--- config.mk ---
export PLATFORM = sky130hd
export DESIGN_NAME = pulse_stretch
export DESIGN_NICKNAME = d
export VERILOG_FILES = /design/src/rtl/pulse_stretch.sv
export SDC_FILE = /design/constraint.sdc
export NUM_CORES = 1
export LEC_CHECK = 0
export ABC_CLOCK_PERIOD_IN_PS = 3100
export CELL_PAD_IN_SITES_DETAIL_PLACEMENT = 1
export CELL_PAD_IN_SITES_GLOBAL_PLACEMENT = 2
export CORE_UTILIZATION = 34
export CTS_BUF_LIST = sky130_fd_sc_hd__clkbuf_8
export CTS_CLUSTER_DIAMETER = 200
export DETAILED_ROUTE_END_ITERATION = 16
export PLACE_DENSITY_LB_ADDON = 0.15
export SLEW_MARGIN = 10
export SYNTH_ARGS = -nofsm -noshare
export SYNTH_HDL_FRONTEND = slang
export SYNTH_SLANG_ARGS = --single-unit
--- constraint.sdc ---
create_clock -name clk -period 3.1 [get_ports clk]
set_clock_uncertainty 0.2 [all_clocks]
set_input_delay 0.31 -clock clk [delete_from_list [all_inputs] [get_ports clk]]
set_output_delay 0.31 -clock clk [all_outputs]
set_load 0.01 [all_outputs]
--- src/rtl/pulse_stretch.sv ---
// Rising-edge triggered pulse stretcher with programmable width, hold-off gap and drop counter.
// Optional retrigger-in-HIGH behaviour is enabled with `define PULSE_STRETCH_RETRIGGER_EN.
`timescale 1ns/1ps
module pulse_stretch #(
  parameter int W = 8
) (
  input  logic         clk,
  input  logic         rst_n,
  input  logic         trig,
  input  logic [W-1:0] len,
  input  logic [W-1:0] gap,
  output logic         pout,
  output logic         busy,
  output logic         done,
  output logic [W-1:0] drop_cnt
);

  typedef enum logic [1:0] {ST_IDLE, ST_HIGH, ST_HOLD} state_t;

  localparam logic [W-1:0] ONE = {{(W-1){1'b0}}, 1'b1};

  state_t       state_q, state_d;
  logic [W-1:0] cnt_q, cnt_d;
  logic [W-1:0] gap_q, gap_d;
  logic [W-1:0] drop_q, drop_d;
  logic         trig_q;
  logic         pout_q, pout_d;
  logic         busy_q, busy_d;
  logic         done_q, done_d;
  logic         trig_edge;
  logic         drop_ev;
  logic [W-1:0] len_eff;

  assign trig_edge = trig & ~trig_q;
  assign len_eff   = (len == '0) ? ONE : len;

  always_comb begin
    state_d = state_q;
    cnt_d   = cnt_q;
    gap_d   = gap_q;
    drop_ev = 1'b0;
    case (state_q)
      ST_IDLE: begin
        if (trig_edge) begin
          state_d = ST_HIGH;
          cnt_d   = len_eff;
          gap_d   = gap;
        end
      end
      ST_HIGH: begin
        if (cnt_q == ONE) begin
          if (gap_q != '0) begin
            state_d = ST_HOLD;
            cnt_d   = gap_q;
          end else begin
            state_d = ST_IDLE;
          end
        end else begin
          cnt_d = cnt_q - ONE;
        end
`ifdef PULSE_STRETCH_RETRIGGER_EN
        // A reload overrides the end-of-pulse decision, so done is suppressed too.
        if (trig_edge) begin
          state_d = ST_HIGH;
          cnt_d   = len_eff;
          gap_d   = gap;
        end
`else
        if (trig_edge) drop_ev = 1'b1;
`endif
      end
      ST_HOLD: begin
        if (trig_edge) drop_ev = 1'b1;
        if (cnt_q == ONE) state_d = ST_IDLE;
        else              cnt_d   = cnt_q - ONE;
      end
      default: state_d = ST_IDLE;
    endcase

    // Outputs are registered, so derive them from the next state.
    pout_d = (state_d == ST_HIGH);
    busy_d = (state_d != ST_IDLE);
    done_d = (state_d == ST_HIGH) && (cnt_d == ONE);
    drop_d = (drop_ev && (drop_q != '1)) ? drop_q + ONE : drop_q;
  end

  always_ff @(posedge clk or negedge rst_n) begin
    if (!rst_n) begin
      state_q <= ST_IDLE;
      cnt_q   <= '0;
      gap_q   <= '0;
      drop_q  <= '0;
      trig_q  <= 1'b0;
      pout_q  <= 1'b0;
      busy_q  <= 1'b0;
      done_q  <= 1'b0;
    end else begin
      state_q <= state_d;
      cnt_q   <= cnt_d;
      gap_q   <= gap_d;
      drop_q  <= drop_d;
      trig_q  <= trig;
      pout_q  <= pout_d;
      busy_q  <= busy_d;
      done_q  <= done_d;
    end
  end

  assign pout     = pout_q;
  assign busy     = busy_q;
  assign done     = done_q;
  assign drop_cnt = drop_q;

endmodule

==> metrics <==
Fin. Hold Viols=0; Routed WL per cell=17.1 um; Worst Setup End Kind=flip-flop; Floorplan Core Area=0.00485 mm^2; via count=1502; most frequent cells after synthesis=nand2_1 (32), dfrtp_1 (30), inv_1 (13); die area=0.00548 mm^2; async set-or-reset flop fraction in the synthesized netlist=1.00; count leader, synth=nand2_1; Seq/Total Area, Yosys=0.425; htree depth=2; pin count of the biggest net entering global routing=31; status=finished clean; Port Buf Inserts=29; crit path time final=2690 ps; Max rail drop VDD=0.411 mV; CP cell instances=inv_1 -> ha_1 -> and3b_1 -> o221ai_1 -> a221oi_1 -> nand4bb_1 -> nor4_2; gr ovfl total=0; Place WS=406 ps; clock buffer depth=2; post-DP HPWL=3.66 mm; main area contributors after synthesis=dfrtp_1 (43%), nand2_1 (6.8%), ha_1 (5.0%); drt drc=0; postcts setup bufs=0; startpoint types=flip-flop; number of gates resized after cts=0; EDFF count, synth=0; Reg clk slew, reported paths=70 ps; DRT iter0 DRCs=104; CTS tree=done; drt first pass iters=6; Post-Syn Area per Cell=9.54 um^2; TNS Setup=0 ps; total track usage=0.201; Initial Utilization=0.364; Die X=74.1 um; Die Y=74.1 um; Antenna Violating Nets Remaining=0; clock latency on the worst-skew pair=280 ps; CP max FO=16; antenna cells=0; fill count=558; hold_buf cts=0; crit-path max cell delay=590 ps; Final Cycle Share=0.869; count of cell types in the netlist=48; slack of the critical path=407 ps; Max Cap Viol=0; Critical Path AT=2680 ps; top cell type's share of synthesized area=0.425; fmax=371 MHz; TritonCTS buffer count=5; Worst EP required=3080 ps; number of global-route vias before repair=1564; Crit-path slowest cell=and3b_1; Root Driver=clkbuf_8; dominant synthesized flop cell=dfrtp_1; initial antenna violation count=0; boundary pin count=30; warnings from Yosys=0; Mapped Area=0.00177 mm^2; PwrDens=961 mW/mm^2; Hold Path Class=in -> async; crit-path leading delay family=simple AND/OR/NAND/NOR gates; largest area contributor in the netlist=dfrtp_1; syn_nets=211; critical path class=reg -> reg; share of cells above drive strength 1=0.106; Slew Viols, Final=0; Worst-Margin Slew=576 ps; # setup viols final=0; Rows=25; slew margin rel.=0.612; Buf/Inv on CP=1; Area Overhead vs Synth=24.5%; leakage=0.000953 uW; synthesized instance count=185; via/cell ratio=5.31; RePlAce Congestion=0.810; Nets=242; CTS Sinks=30; Yosys reg bits=30; RSZ-0062 raised after global routing=no; first-pass GRT wire length=8.04 mm; overall routed net length=4.83 mm
worst reg2reg max path: cells and delay by family (launching register included):
kind,cells,cell delay (ps)
DFF,1,420
AOI/OAI and AO/OA,2,650
adders and majority gates,1,330
and+or+nand+nor,3,900
buffers and inverters,1,110
area by class of cell:
type / count / area, um^2 / area share
sequential: 30 / 751 / 0.341
clock inverter: 1 / 30.0 / 0.0137
timing repair buffer: 31 / 305 / 0.139
tap: 67 / 83.8 / 0.0381
multi-input combinational: 135 / 897 / 0.408
inverter: 13 / 48.8 / 0.0222
clock buffer: 6 / 82.6 / 0.0376
metal layers:
| layer | vias up | share of wire | GRT usage |
|---|---|---|---|
| met1 | 738 | 0.47 | 0.274 |
| li1 | 718 | - | - |
| met3 | 5 | 0.043 | 0.0420 |
| met5 | - | 0 | 0 |
| met2 | 41 | 0.47 | 0.320 |
| met4 | 0 | 0.013 | 0.0641 |
report_power, final:
group | switching, uW | internal, uW | leakage [uW]
sequential | 203 | 545 | 0.000381
combinational | 526 | 438 | 0.000514
clock | 144 | 257 | 0.0000573
metrics by stage:
step           hold WS [ps]  instances  total power (uW)  area, um^2   util
2_1_floorplan          -186        185              1380        1770      -
3_3_place_gp            275        276              1680        2090  0.430
3_5_place_dp            288        276              1710        2090  0.430
4_1_cts                 240        283              2120        2200  0.453
5_1_grt                 281        283              2270        2200  0.453
6_report                240        283              2110        2200  0.453
logic make-up after synthesis:
group                      count (synthesis)  synth area share
AOI/OAI and AO/OA                         41             0.177
xor gates and xnor gates                   9            0.0447
adders and majority gates                  7            0.0496
buffers and inverters                     20            0.0666
DFF                                       30             0.425
muxes                                      3            0.0184
and+or+nand+nor                           75             0.218
path summary, 6_finish.rpt:
path                             start          end  slack, ps  depth (start not counted)
min in group clk           drop_cnt[4]  drop_cnt[4]        290                          1
setup / recovery            state_q[0]         done        410                          7
hold / removal                   rst_n     cnt_q[1]        240                          2
hold reg to reg            drop_cnt[4]  drop_cnt[4]        290                          1
setup reg to reg            state_q[0]         done        410                          7
max in group asynchronous        rst_n       trig_q       2160                          2
layout by cell type (no fill, tap or decap), types with 2 or more instances in the layout:
master,instances
inv_1,13
clkdlybuf4s50_1,29
xor2_1,2
nor4_1,4
nor2_1,10
a21oi_1,5
a221oi_1,2
mux2_2,2
a31o_2,4
nand3_1,6
ha_1,7
a31oi_1,3
nor2b_1,2
clkbuf_8,6
nor3_1,3
o221ai_1,2
o21a_1,2
nand4_1,3
xnor2_1,7
o2bb2ai_1,2
and3_1,3
o21ai_0,9
and2_1,3
a22oi_1,2
dfrtp_1,30
nand2_1,32
buf_4,2
state kept, by name, indices dropped and copies added (netlist names):
name      cells
pout          1
cnt_q         8
busy          1
gap_q         8
done          1
trig_q        1
state_q       2
drop_cnt      8
Note: power is estimated with default switching activity, not from simulation.
